<file path="src/rtl/imm_gen_pipe.sv">
// imm_gen_pipe: two-stage valid/ready immediate generator for decode.
// Extends I/D/B/CB fields, builds MOVZ/MOVK values, flags illegal modes.
module imm_gen_pipe #(
   parameter int DATA_W   = 64,
   parameter int SCALE_BR = 0,
   parameter int ERRCNT_W = 16
) (
   input  logic                clk,
   input  logic                reset,
   input  logic                in_valid,
   output logic                in_ready,
   input  logic [3:0]          in_ctrl,
   input  logic [25:0]         in_imm26,
   input  logic [DATA_W-1:0]   in_old,
   output logic                out_valid,
   input  logic                out_ready,
   output logic [DATA_W-1:0]   out_imm,
   output logic                out_err,
   output logic [ERRCNT_W-1:0] err_count
);

   generate
      if (DATA_W != 32 && DATA_W != 64) begin : g_bad_w
         $error("imm_gen_pipe: DATA_W must be 32 or 64");
      end
   endgenerate

   typedef struct packed {
      logic [3:0]        ctrl;
      logic [25:0]       imm26;
      logic [DATA_W-1:0] old;
      logic              illegal;
   } s1_t;

   logic              s1_valid;
   s1_t               s1;
   logic              s1_adv;
   logic              s2_adv;
   logic              accept;
   logic              in_illegal;

   assign s2_adv   = !out_valid | out_ready;
   assign s1_adv   = !s1_valid | s2_adv;
   assign in_ready = s1_adv;
   assign accept   = in_valid & s1_adv;

   // upper halfwords do not exist on a 32-bit datapath
   always_comb begin
      in_illegal = in_ctrl[3] & in_ctrl[2];
      if (DATA_W == 32 && (in_ctrl[3] ^ in_ctrl[2]) && in_ctrl[1])
         in_illegal = 1'b1;
   end

   always_ff @(posedge clk) begin
      if (reset) begin
         s1_valid <= 1'b0;
         s1       <= '0;
      end else if (s1_adv) begin
         s1_valid <= in_valid;
         if (in_valid) begin
            s1.ctrl    <= in_ctrl;
            s1.imm26   <= in_imm26;
            s1.old     <= in_old;
            s1.illegal <= in_illegal;
         end
      end
   end

   always_ff @(posedge clk) begin
      if (reset)
         err_count <= '0;
      else if (accept && in_illegal && !(&err_count))
         err_count <= err_count + ERRCNT_W'(1);
   end

   logic              sel_i;
   logic              sel_d;
   logic              sel_b;
   logic              sel_cb;
   logic              sel_movz;
   logic              sel_movk;
   logic [5:0]        hw_sh;
   logic [DATA_W-1:0] ext_i;
   logic [DATA_W-1:0] ext_d;
   logic [DATA_W-1:0] ext_b;
   logic [DATA_W-1:0] ext_cb;
   logic [DATA_W-1:0] br_b;
   logic [DATA_W-1:0] br_cb;
   logic [DATA_W-1:0] wide16;
   logic [DATA_W-1:0] hw_mask;
   logic [DATA_W-1:0] res;

   assign sel_i    = !s1.illegal & (s1.ctrl == 4'd0);
   assign sel_d    = !s1.illegal & (s1.ctrl == 4'd1);
   assign sel_b    = !s1.illegal & (s1.ctrl == 4'd2);
   assign sel_cb   = !s1.illegal & (s1.ctrl == 4'd3);
   assign sel_movz = !s1.illegal & (s1.ctrl[3:2] == 2'b01);
   assign sel_movk = !s1.illegal & (s1.ctrl[3:2] == 2'b10);

   assign hw_sh  = {s1.ctrl[1:0], 4'b0000};
   assign ext_i  = DATA_W'(s1.imm26[21:10]);
   assign ext_d  = {{(DATA_W-9){s1.imm26[20]}}, s1.imm26[20:12]};
   assign ext_b  = {{(DATA_W-26){s1.imm26[25]}}, s1.imm26};
   assign ext_cb = {{(DATA_W-19){s1.imm26[23]}}, s1.imm26[23:5]};

   generate
      if (SCALE_BR != 0) begin : g_scale
         assign br_b  = ext_b << 2;
         assign br_cb = ext_cb << 2;
      end else begin : g_noscale
         assign br_b  = ext_b;
         assign br_cb = ext_cb;
      end
   endgenerate

   assign wide16  = DATA_W'(s1.imm26[20:5]) << hw_sh;
   assign hw_mask = DATA_W'(16'hFFFF) << hw_sh;

   // illegal modes fall through to the zero default
   always_comb begin
      res = '0;
      unique case (1'b1)
         sel_i:    res = ext_i;
         sel_d:    res = ext_d;
         sel_b:    res = br_b;
         sel_cb:   res = br_cb;
         sel_movz: res = wide16;
         sel_movk: res = (s1.old & ~hw_mask) | wide16;
         default:  res = '0;
      endcase
   end

   always_ff @(posedge clk) begin
      if (reset) begin
         out_valid <= 1'b0;
         out_imm   <= '0;
         out_err   <= 1'b0;
      end else if (s2_adv) begin
         out_valid <= s1_valid;
         if (s1_valid) begin
            out_imm <= res;
            out_err <= s1.illegal;
         end
      end
   end

endmodule

</file>
<file path="config.mk">
export PLATFORM = sky130hd
export DESIGN_NAME = imm_gen_pipe
export DESIGN_NICKNAME = d
export VERILOG_FILES = /design/src/rtl/imm_gen_pipe.sv
export SDC_FILE = /design/constraint.sdc
export NUM_CORES = 1
export LEC_CHECK = 0
export ABC_AREA = 1
export BUFFER_PORTS_ARGS = -buffer_cell sky130_fd_sc_hd__buf_2
export CAP_MARGIN = 20
export CORE_MARGIN = 10
export CORE_UTILIZATION = 59
export DETAILED_ROUTE_END_ITERATION = 10
export PLACE_DENSITY = 0.9
export SYNTH_ARGS = -nofsm -noshare
export SYNTH_HDL_FRONTEND = slang
export SYNTH_SLANG_ARGS = --single-unit
export TNS_END_PERCENT = 20
</file>
<file path="constraint.sdc">
create_clock -name clk -period 2.6 [get_ports clk]
set_clock_uncertainty 0.2 [all_clocks]
set_input_delay 0.52 -clock clk [delete_from_list [all_inputs] [get_ports clk]]
set_output_delay 0.52 -clock clk [all_outputs]
set_load 0.05 [all_outputs]
</file>
Yosys cells after proc, flatten, opt, wreduce, memory -nomap -nowiden --
Index checks and enable logic that the tools add are counted.
Operators by class: reduce and logical (&&, ||, !) cells 10, div/mod/pow operators 0, shift-type cells 2, mux-type cells 1, eq/ne operators 5, multiply operators 0, bitwise gates (word level) 13, order comparisons 0, add/subtract/negate cells 1
Operator list (count):
- $pmux W64 S6 | 1
- $and A64 B64 Y64 | 1
- $not A64 Y64 | 1
- $or A64 B64 Y64 | 1
- $shl A16 B6 Y64 | 1
- $shl A16 B6 Y64 const A | 1
- $add A16 B1 Y16 const B | 1
- $reduce_and A16 Y1 | 1
- $and A1 B1 Y1 | 8
- $eq A4 B2 Y1 const B | 2
- $eq A4 B1 Y1 const B | 1
- $logic_not A1 Y1 | 4
- $logic_not A4 Y1 | 1
- $reduce_and A2 Y1 | 2
- $eq A2 B1 Y1 const B | 1
- $eq A2 B2 Y1 const B | 1
- $logic_and A1 B1 Y1 | 2
- $or A1 B1 Y1 | 2
Word-level totals: bits in writable memories 0, latch bits 0, flip-flop bits (word level) 178, memories 0, ROM bits 0

Logic depth before layout (Yosys ltp) --
Gate-level depths: netlist of run 1.
word-level depth 6, mapped depth 11

Worst setup path after synthesis of run 1 --
Ideal clock, no wire load.
kind register to register, start point register out_valid, end point register s1 (netlist bit br_b[6]), setup time 0.116 ns, slack 0.395 ns, period minus slack after synthesis 2.205 ns, arrival time 1.889 ns, stages on the path, launching flop included 8, cells stage by stage dfxtp_1 nand3_2 nand2_2 inv_1 buf_2 buf_2 nor2_1 nor2_1
Between the ends: cells in the longest elaborated chain, start to end 4
RTL lines:
- start, declared | RTL line 15 | output logic out_valid,
- start signal, assigned | RTL line 139 | out_valid <= s1_valid;
- $logic_not A1 Y1 | RTL line 42 | assign s2_adv = !out_valid | out_ready;
- $or A1 B1 Y1 | RTL line 42
- $or A1 B1 Y1 | RTL line 43 | assign s1_adv = !s1_valid | s2_adv;
- named net in_ready | RTL line 11 | output logic in_ready,
- $reduce_and A2 Y1 (no line)
- end, declared | RTL line 36 | s1_t s1;
The timed path passes the listed nets, and every way through them passes these cells. A chain may end at the register's enable or synchronous reset.

Worst setup path in the final report of run 1 --
start point register s1 (netlist bit hw_sh[4]), end point register out_imm[51]
Between the ends: cells in the longest elaborated chain, start to end 5
RTL lines:
- $shl A16 B6 Y64 | RTL line 117 | assign hw_mask = DATA_W'(16'hFFFF) << hw_sh;
- $not A64 Y64 | RTL line 128 | sel_movk: res = (s1.old & ~hw_mask) | wide16;
- $and A64 B64 Y64 | RTL line 128
- $or A64 B64 Y64 | RTL line 128
- $pmux W64 S6 (*) | RTL line 122 | unique case (1'b1)
- end signal, assigned | RTL line 141 | out_imm <= res;
- end, declared | RTL line 17 | output logic [DATA_W-1:0] out_imm,
Every way passes the cells marked *; elsewhere a longest branch is shown, timed or not.

==> reports/qor.log, run 1 <==
[worst_setup_path] Worst Path Arrival 2.28 ns
[clocking] level count of the clock H-tree 4
[layout] storage element area 3560 um2
[logic_synthesis] average size of a mapped cell 6.77 um2
[sta] final hold vios 0
[worst_setup_path] critical path launch point hw_sh[4]$_SDFFE_PP0P_
[floorplan] Chip Width 139 um
[sta] TNS Setup 0 ns
[sta] max-slew headroom at the worst pin 41.4%
[floorplan] number of ports placed on the die boundary 181
[worst_setup_path] depth of the worst register-to-register path 8
[route] Initial DRT Pass Iterations 6
[clocking] hold-fix buffer count after cts 0
[logic_synthesis] register area share after synthesis 42.6%
[clocking] clock transition at the register clock pins on the worst setup and hold paths after CTS 0.06 ns
[logic_synthesis] Yosys Warn Count 0
[route] Final Routed Wirelength 26,200 um
[layout] count of fill cells added during filler insertion 1,183
[global_route] Congestion Overflow GR 0
[clocking] number of buffers on the longest clock path 2
[worst_setup_path] endpoint required time on the critical path 2.76 ns
[logic_synthesis] Synth Cell Area 8370 um2
[placed_design] worst setup slack before clock tree synthesis 0.483 ns
[logic_synthesis] unique cell type count in the Yosys netlist 36
[floorplan] CORE AREA 13,900 um2
[floorplan] full die area 19,300 um2
[route] number of vias in the routed layout 8,852
[sta] Worst Slack Setup Final 0.485 ns
[clocking] Clock Latency Late Sink 0.44 ns
[logic_synthesis] number of enable flip-flop cells after synthesis 0
[layout] Non-Filler Cell Area, Final 9850 um2
[min_path] class of the worst hold path in2reg
[worst_setup_path] Crit Path Category reg2reg
[global_route] vias in the first global route 8,324
[logic_synthesis] commonest cells in the synthesized netlist nand2_1 (311), nor2_1 (210), dfxtp_1 (178), o21ai_0 (152), a21oi_1 (111)
[layout] number of nets in the finished design 1,469
[route] remaining antenna violation count after routing 0
[layout] area added between synthesis and finish 17.8%
[logic_synthesis] Top FF cell, synth dfxtp_1
[floorplan] Starting Density 60.3%
[global_route] initial antenna violation count 1
[clocking] TritonCTS clock tree done
[worst_setup_path] worst reg2reg startpoint hw_sh[4]$_SDFFE_PP0P_
[global_route] maximum number of pins on one net before global-route repair 82
[route] remaining design rule violation count 0
[logic_synthesis] post-synthesis instance total 1,236
[floorplan] FP Rows 43
[floorplan] floorplan die height 139 um
[layout] fraction of final layout cells with drive strength greater than 1 18.8%
[clocking] clk sinks 178
[logic_synthesis] Mapped Nets 1,335
[flow_run] number of maximum-capacitance violations 0
[min_path] origin of the worst min-delay path in_old[21]
[worst_setup_path] crit-path max FO 39
[sta] maximum achievable frequency 0.473 GHz
[placed_design] Area after DPL 9280 um2
[route] first-iteration detailed-routing DRC count 956
[global_route] first-pass GRT wire length 42,200 um
[placed_design] quantity of I/O buffers inserted on ports 180
[worst_setup_path] Worst setup SP type flip-flop
[clocking] cts bufs inserted 17
[min_path] Cells on Worst Hold Path 3
[global_route] GRT Util Overall 26.0%
[layout] area occupied by multi-input gates 4180 um2
[pwr] Worst VDD drop 0.406 mV
[logic_synthesis] area share of the leading cell type in the synthesized netlist 42.6%
[logic_synthesis] number of storage elements in the synthesis netlist 178
[pwr] power per standard cell area 651 nW/um2
[sta] unrepaired setup endpoints after global routing false
[logic_synthesis] library cell with the highest instance count after synthesis nand2_1
[clocking] post-cts sizing count 0
[placed_design] DPL Wire Length 18,600 um
[worst_setup_path] endpoint kind of the worst setup timing path flip-flop
[route] Avg WL per Cell 16.8 um
[run_status] outcome complete, no violations
[layout] final core occ 71.0%
[pwr] leakage component of the power 4.56 nW
[logic_synthesis] Async S/R FF share, synth 0%
[clocking] setup bufs post-CTS 0
[sta] number of pins with negative max-slew slack in the final report 0
[placed_design] final weighted congestion in routability-driven placement 1.04
[logic_synthesis] cells taking the most area after synthesis dfxtp_1 (43%), nand2_1 (14%), nor2_1 (9.4%)
[sta] share of the clock period used by the worst path after layout 81.3%
[sta] final worst path period need 2.11 ns
[sta] Setup violations, final 0
[clocking] root buf cell clkbuf_16
[logic_synthesis] library cell with the largest summed area after synthesis dfxtp_1
[sta] Least-Margin Pin Slew 0.879 ns
[route] via density per instance 5.66
==> worst max-delay path, cell delays in order (launching register included) <==
cell and delay (ns):
dfxtp_1 0.56, nand2_2 0.10, clkinv_2 0.07, nand2_2 0.15
nand2_2 0.13, nand2_4 0.09, nand2_4 0.34, o21ai_0 0.22
a21oi_1 0.16
==> kinds of logic after synthesis <==
| family | count (synthesis) | synth area share (%) |
|---|---|---|
| AND/OR/NAND/NOR | 626 | 31.4 |
| AO/OA/AOI/OAI | 286 | 17.3 |
| flip-flops | 178 | 42.6 |
| buffers and inverters | 135 | 7.52 |
| XOR/XNOR | 10 | 1.05 |
| adder cells (fa/ha/maj) | 1 | 0.150 |
==> final timing paths <==
check / endpoint / slack (ns)
setup / recovery: out_imm[51]$_SDFFE_PP0P_ / 0.49
hold / removal: s1[22]$_SDFFE_PP0P_ / 0.13
setup reg to reg: out_imm[51]$_SDFFE_PP0P_ / 0.49
hold reg to reg: out_imm[34]$_SDFFE_PP0P_ / 0.26
==> sequential cells by signal, indices dropped and copies added (netlist names) <==
signal	cells
s1	67
out_imm	64
br_b	26
err_count	16
hw_sh	2
out_err	1
out_valid	1
s1_valid	1
==> final cells by class <==
| cell class | instances | share of cell area (%) |
|---|---|---|
| diodes | 2 | 0.0508 |
| clock inverters | 4 | 0.749 |
| flip-flops and latches | 178 | 36.2 |
| repair buffers | 198 | 11.1 |
| multi-input cells | 923 | 42.4 |
| inverters | 52 | 2.10 |
| well taps | 180 | 2.29 |
| clock buffers | 26 | 5.07 |
==> layout by cell type, fill, tap and decap left out, drive strengths merged <==
cell    Yosys  layout
a211oi      2       2
a21boi      1       1
a21oi     111     111
buf        41     198
bufinv      0       2
clkbuf     42      26
clkinv      1       3
dfxtp     178     178
diode       0       2
ha          1       1
inv        51      51
nand2     325     325
nand3      78      78
nand3b      1       1
nand4       5       5
nor2      216     216
nor3        1       1
o21a        1       1
o21ai     171     171
xnor2       7       7
xor2        3       3
==> layer usage <==
metal | routed length, um | GRT usage (%)
met2 | 11800 | 39.8
met1 | 10600 | 33.0
met3 | 2960 | 8.01
met4 | 788 | 11.3
met5 | 0 | 0
==> metrics by stage <==
step,instances,hold slack (ns),power [mW]
floorplan,1236,0.230,3.61
global placement,1531,0.247,3.87
detailed placement,1531,0.250,3.89
CTS,1561,0.126,6.39
global route,1562,0.146,6.61
finish,1563,0.131,6.41
==> where the power goes <==
part           internal (mW)  leakage (nW)  switching, mW  total, mW
Clock                   1.51         0.280           1.05       2.56
Combinational          0.266          2.82          0.621      0.886
Sequential              2.86          1.46          0.102       2.97
Total                   4.64          4.56           1.77       6.41
(Power assumes the default switching activity.)
==> run 2, diff against run 1 <==
--- a/config.mk
+++ b/config.mk
@@ -9,9 +9,9 @@
 export BUFFER_PORTS_ARGS = -buffer_cell sky130_fd_sc_hd__buf_2
 export CAP_MARGIN = 20
 export CORE_MARGIN = 10
-export CORE_UTILIZATION = 59
+export CORE_UTILIZATION = 49
 export DETAILED_ROUTE_END_ITERATION = 10
-export PLACE_DENSITY = 0.9
+export PLACE_DENSITY = 0.8
 export SYNTH_ARGS = -nofsm -noshare
 export SYNTH_HDL_FRONTEND = slang
 export SYNTH_SLANG_ARGS = --single-unit
==> constraint.sdc (replaced) <==
create_clock -name clk -period 1.9 [get_ports clk]
set_clock_uncertainty 0.2 [all_clocks]
set_input_delay 0.38 -clock clk [delete_from_list [all_inputs] [get_ports clk]]
set_output_delay 0.38 -clock clk [all_outputs]
set_load 0.05 [all_outputs]
==> run 2 against run 1 <==
Worst setup slack worse by 0.41 ns; sequential share of layout area down 1.9 points; combinational power up 50%; critical path depth unchanged; count of clock-buffer cells in the layout down 3; total power up 40%; cell count up 5.2%; via count down 1.3%; sequential power up 37%; clock power up 40%; largest cell class unchanged; largest power group unchanged; highest routed layer unchanged.
==> reports/qor.log, run 2 (synthesized netlist as in run 1, its figures left out) <==
[min_path] origin of the worst min-delay path in_old[11]
[route] first-iteration detailed-routing DRC count 958
[sta] unrepaired setup endpoints after global routing true
[sta] number of pins with negative max-slew slack in the final report 0
[worst_setup_path] worst reg2reg startpoint s1[0]$_SDFFE_PP0P_
[layout] Non-Filler Cell Area, Final 10,400 um2
[worst_setup_path] endpoint required time on the critical path 2.06 ns
[floorplan] CORE AREA 16,600 um2
[worst_setup_path] Crit Path Category reg2reg
[placed_design] worst setup slack before clock tree synthesis 0.0519 ns
[flow_run] number of maximum-capacitance violations 0
[layout] area added between synthesis and finish 24.3%
[floorplan] Chip Width 151 um
[placed_design] quantity of I/O buffers inserted on ports 180
[floorplan] Starting Density 50.3%
[pwr] leakage component of the power 4.77 nW
[worst_setup_path] Worst Path Arrival 1.98 ns
[worst_setup_path] R2R Path End out_imm[49]$_SDFFE_PP0P_
[placed_design] DPL Wire Length 19,500 um
[global_route] GRT Util Overall 23.3%
[placed_design] Area after DPL 9490 um2
[sta] Worst Slack Setup Final 0.0796 ns
[clocking] level count of the clock H-tree 4
[sta] Setup violations, final 0
[global_route] maximum number of pins on one net before global-route repair 82
[floorplan] FP Rows 47
[pwr] Worst VDD drop 0.663 mV
[clocking] clk sinks 178
[global_route] vias in the first global route 8,124
[pwr] power after layout 8.98 mW
[clocking] cts bufs inserted 17
[global_route] Congestion Overflow GR 0
[worst_setup_path] setup slack of the most critical reg-to-reg path 0.08 ns
[pwr] power per standard cell area 864 nW/um2
[min_path] Cells on Worst Hold Path 3
[clocking] TritonCTS clock tree done
[route] remaining design rule violation count 0
[route] remaining antenna violation count after routing 0
[route] Avg WL per Cell 16.5 um
[route] via density per instance 5.32
[layout] fraction of final layout cells with drive strength greater than 1 19.9%
[worst_setup_path] crit-path max FO 36
[layout] Biggest register s1
[global_route] initial antenna violation count 1
[route] number of vias in the routed layout 8,741
[sta] Least-Margin Pin Slew 0.871 ns
[run_status] outcome complete, no violations
[sta] final hold vios 0
[worst_setup_path] Worst setup SP type flip-flop
[sta] maximum achievable frequency 0.549 GHz
[layout] max FFs per register 67
[clocking] root buf cell clkbuf_16
[layout] count of fill cells added during filler insertion 1,503
[global_route] first-pass GRT wire length 42,300 um
[floorplan] floorplan die height 151 um
[clocking] clock transition at the register clock pins on the worst setup and hold paths after CTS 0.06 ns
[clocking] Clock Latency Late Sink 0.44 ns
[clocking] number of buffers on the longest clock path 2
[sta] share of the clock period used by the worst path after layout 95.8%
[min_path] class of the worst hold path in2reg
[sta] TNS Setup 0 ns
[route] Initial DRT Pass Iterations 6
[worst_setup_path] endpoint kind of the worst setup timing path flip-flop
[layout] most frequent cells in the layout nand2_1 (310), nor2_1 (210), buf_2 (180)
[worst_setup_path] depth of the worst register-to-register path 8
[min_path] terminating pin of the worst hold path s1[12]$_SDFFE_PP0P_
[floorplan] number of ports placed on the die boundary 181
[sta] max-slew headroom at the worst pin 41.9%
[sta] final worst path period need 1.82 ns
[layout] number of nets in the finished design 1,509
[layout] most frequent standard cell in the layout excluding fill and tap cells nand2_1
[route] Final Routed Wirelength 27,100 um
[placed_design] final weighted congestion in routability-driven placement 1.01
[floorplan] full die area 22,700 um2
run 2: changes by cell type in the layout (fill, tap and decap cells not counted), sizes merged, moves of 3 or more:
cell         change
clkinvlp         +3
clkinv           +3
clkbuf           -3
buf             +15
dlygate4sd3     +23
run 2: worst max path at each step:
stage,slack (ns),cells past startpoint,to,from
floorplan,-0.002,9,err_count[9]$_SDFFE_PP0P_,err_count[0]$_SDFFE_PP0P_
global placement,0.09,9,err_count[0]$_SDFFE_PP0P_,out_ready
detailed placement,0.05,9,err_count[0]$_SDFFE_PP0P_,out_ready
CTS,-0.002,9,out_imm[6]$_SDFFE_PP0P_,hw_sh[4]$_SDFFE_PP0P_
global route,-0.04,8,out_imm[60]$_SDFFE_PP0P_,hw_sh[5]$_SDFFE_PP0P_
finish,0.08,8,out_imm[49]$_SDFFE_PP0P_,s1[0]$_SDFFE_PP0P_
run 2: cell type report:
class | instances | area (um2) | area share (%)
multi-input combinational | 924 | 4220 | 40.6
sequential | 178 | 3570 | 34.3
timing repair buffer | 236 | 1520 | 14.6
clock buffer | 23 | 468 | 4.50
tap | 220 | 275 | 2.65
inverter | 52 | 210 | 2.02
clock inverter | 9 | 130 | 1.25
timing repair inverter | 1 | 7.51 | 0.0722
antenna | 1 | 2.50 | 0.0241
run 2: stage by stage:
| step | std cells | hold slack [ns] | utilization (%) |
|---|---|---|---|
| 2_1_floorplan | 1236 | 0.230 | - |
| 3_3_place_gp | 1583 | 0.250 | 57.0 |
| 3_5_place_dp | 1583 | 0.252 | 57.0 |
| 4_1_cts | 1639 | 0.000115 | 62.0 |
| 5_1_grt | 1643 | 0.00780 | 62.5 |
| 6_report | 1644 | 0.00980 | 62.5 |
run 2: worst max-delay path: stages (launching register included):
cell and delay, ns:
dfxtp_1 0.31, inv_1 0.14, nand3_4 0.18, nand2_2 0.25, buf_12 0.22, nand3_1 0.14, nand2_1 0.09, o21ai_0 0.07
a21oi_1 0.13
run 2: per-layer routing:
metal / vias to the layer above / part of all wire [%] / GRT usage [%]
met5: - / 0 / 0
met4: 0 / 1.9 / 7.31
met3: 42 / 8.9 / 6.36
met2: 357 / 47 / 37.3
met1: 3989 / 42 / 29.9
li1: 4353 / - / -
run 2: power by group:
group	leakage, nW	internal (mW)	switching (mW)	total (mW)
clock	0.291	2.14	1.45	3.59
sequential	1.46	3.92	0.145	4.07
combinational	3.02	0.445	0.882	1.33
total	4.77	6.50	2.48	8.98
run 2: what timing repair did:
action	in CTS	in global routing
endpoints found under the hold margin	23	0
setup endpoints to repair	2	62
cloned	1	1
pin swaps	0	2
hold buffers	23	0
buffers inserted	0	3
gates resized for setup	1	5
==> run 3, diff against run 2 <==
--- a/config.mk
+++ b/config.mk
@@ -12,6 +12,7 @@
 export CORE_UTILIZATION = 49
 export DETAILED_ROUTE_END_ITERATION = 10
 export PLACE_DENSITY = 0.8
+export RECOVER_POWER = 50
 export SYNTH_ARGS = -nofsm -noshare
 export SYNTH_HDL_FRONTEND = slang
 export SYNTH_SLANG_ARGS = --single-unit
==> run 3 against run 2 <==
Via count fell by 0.13%; worst setup slack worse by 0.0030 ns; first-iteration DRC count fell by 8.4%; sequential power about the same; clock power about the same; sequential cell count unchanged; critical path depth is 6 lower; fmax down 0.16%; sequential share of layout area up 0.066 points; worst hold slack worse by 0.0019 ns; critical endpoint is now in_ready; largest cell class unchanged; highest routed layer unchanged.
==> reports/qor.log, run 3 (synthesized netlist as in run 1, its figures left out) <==
[run_status] outcome complete, no violations
[worst_setup_path] worst stage delay on the critical path 0.33 ns
[clocking] TritonCTS clock tree done
[layout] max FFs per register 67
[min_path] class of the worst hold path in2reg
[layout] number of nets in the finished design 1,509
[layout] most frequent standard cell in the layout excluding fill and tap cells nand2_1
[layout] fraction of final layout cells with drive strength greater than 1 19.7%
[route] Initial DRT Pass Iterations 5
[route] via density per instance 5.31
[layout] area added between synthesis and finish 24.0%
[floorplan] FP Rows 47
[pwr] power per standard cell area 865 nW/um2
[route] number of vias in the routed layout 8,730
[worst_setup_path] CP Cell Sequence nand3_1 > buf_2
[sta] Least-Margin Pin Slew 0.872 ns
[sta] Worst Slack Setup Final 0.0766 ns
[worst_setup_path] Crit Path Category reg2out
[min_path] origin of the worst min-delay path in_old[11]
[floorplan] Chip Width 151 um
[floorplan] full die area 22,700 um2
[worst_setup_path] endpoint kind of the worst setup timing path output port
[layout] Non-Filler Cell Area, Final 10,400 um2
[worst_setup_path] setup slack of the most critical reg-to-reg path 0.08 ns
[global_route] vias in the first global route 8,124
[sta] Setup violations, final 0
[global_route] Congestion Overflow GR 0
[layout] count of fill cells added during filler insertion 1,504
[layout] count of placed standard cells in the final layout, fillers left out 1,644
[placed_design] DPL Wire Length 19,500 um
[global_route] maximum number of pins on one net before global-route repair 82
[min_path] Cells on Worst Hold Path 3
[sta] unrepaired setup endpoints after global routing true
[floorplan] CORE AREA 16,600 um2
[worst_setup_path] R2R Path End out_imm[21]$_SDFFE_PP0P_
[worst_setup_path] category of cells accounting for the largest share of critical-path delay flip-flops
[floorplan] number of ports placed on the die boundary 181
[route] Avg WL per Cell 16.5 um
[sta] max-slew headroom at the worst pin 41.8%
[clocking] cts bufs inserted 17
[sta] TNS Setup 0 ns
[layout] final core occ 62.4%
[clocking] Clock Latency Late Sink 0.44 ns
[sta] final worst path period need 1.82 ns
[sta] number of pins with negative max-slew slack in the final report 0
[worst_setup_path] Worst setup SP type flip-flop
[layout] Biggest register s1
[placed_design] final weighted congestion in routability-driven placement 1.01
[worst_setup_path] combined buffer and inverter count along the critical path 1
[worst_setup_path] endpoint required time on the critical path 1.32 ns
[route] Final Routed Wirelength 27,100 um
[worst_setup_path] worst reg2reg startpoint s1[0]$_SDFFE_PP0P_
[route] first-iteration detailed-routing DRC count 878
[worst_setup_path] crit-path max FO 3
[pwr] leakage component of the power 4.76 nW
[floorplan] floorplan die height 151 um
[sta] share of the clock period used by the worst path after layout 96.0%
[min_path] terminating pin of the worst hold path s1[12]$_SDFFE_PP0P_
[clocking] root buf cell clkbuf_16
[layout] most frequent cells in the layout nand2_1 (310), nor2_1 (210), buf_2 (180)
[clocking] clock transition at the register clock pins on the worst setup and hold paths after CTS 0.06 ns
[sta] maximum achievable frequency 0.548 GHz
[route] remaining antenna violation count after routing 0
[global_route] GRT Util Overall 23.3%
[route] remaining design rule violation count 0
[global_route] initial antenna violation count 1
[placed_design] worst setup slack before clock tree synthesis 0.0519 ns
[sta] final hold vios 0
[clocking] level count of the clock H-tree 4
[worst_setup_path] depth of the worst register-to-register path 8
[flow_run] number of maximum-capacitance violations 0
[worst_setup_path] Worst Path Arrival 1.24 ns
[placed_design] quantity of I/O buffers inserted on ports 180
[placed_design] Area after DPL 9490 um2
[global_route] first-pass GRT wire length 42,300 um
[floorplan] Starting Density 50.3%
[worst_setup_path] CP max-delay cell dfxtp_2
[pwr] Worst VDD drop 0.667 mV
[placed_design] number of placed instances, taps included 1,583
[clocking] number of buffers on the longest clock path 2
[clocking] clk sinks 178
==> run 3: repair_timing <==
| action | in CTS | in global routing |
|---|---|---|
| endpoints found under the setup margin | 2 | 62 |
| pin swaps | 0 | 2 |
| buffers inserted | 0 | 3 |
| gates cloned | 1 | 1 |
| hold buffers | 23 | 0 |
| endpoints found under the hold margin | 23 | 0 |
| gates resized for setup | 1 | 5 |
==> run 3: cell type report <==
cell class / count / area [um2] / area share (%)
Timing Repair inverter: 1 / 7.51 / 0.0723
Sequential cell: 178 / 3570 / 34.4
Tap cell: 220 / 275 / 2.65
Antenna cell: 1 / 2.50 / 0.0241
Timing Repair Buffer: 236 / 1510 / 14.6
Multi-Input combinational cell: 924 / 4200 / 40.5
Clock buffer: 23 / 468 / 4.51
Clock inverter: 9 / 130 / 1.25
Inverter: 52 / 210 / 2.03
==> run 3: metal layers <==
metal,track usage [%],wire length (um),part of all wire [%],vias to the layer above
li1,-,-,-,4361
met1,29.9,11400,42,3966
met2,37.3,12800,47,360
met3,6.36,2450,9.0,43
met4,7.31,503,1.9,0
met5,0,0,0,-
==> run 3: how the worst max path moves through the flow <==
stage | to | start | cells past startpoint | slack, ns
3_5_place_dp | err_count[0]$_SDFFE_PP0P_ | out_ready | 9 | 0.05
5_1_grt | out_imm[60]$_SDFFE_PP0P_ | hw_sh[5]$_SDFFE_PP0P_ | 8 | -0.04
3_3_place_gp | err_count[0]$_SDFFE_PP0P_ | out_ready | 9 | 0.09
4_1_cts | out_imm[6]$_SDFFE_PP0P_ | hw_sh[4]$_SDFFE_PP0P_ | 9 | -0.002
2_1_floorplan | err_count[9]$_SDFFE_PP0P_ | err_count[0]$_SDFFE_PP0P_ | 9 | -0.002
6_report | in_ready | out_valid$_SDFFE_PP0P_ | 2 | 0.08
==> run 3: where the power goes <==
part | internal, mW | switching [mW] | leakage, nW
clock network | 2.14 | 1.45 | 0.291
logic | 0.443 | 0.881 | 3.01
registers | 3.92 | 0.144 | 1.46
==> run 3: stage by stage <==
stage               hold slack, ns  total power [mW]
floorplan                    0.230              4.94
global placement             0.250              5.36
detailed placement           0.252              5.39
CTS                       0.000115              8.97
global route               0.00780              9.29
finish                     0.00788              8.97
==> run 3: worst reg2reg max path: cells and delay by family, from the launching register on <==
family                 cells  cell delay, ns
and+or+nand+nor            4            0.61
buffers and inverters      2            0.37
DFF                        1            0.31
AOI/OAI and AO/OA          2            0.25
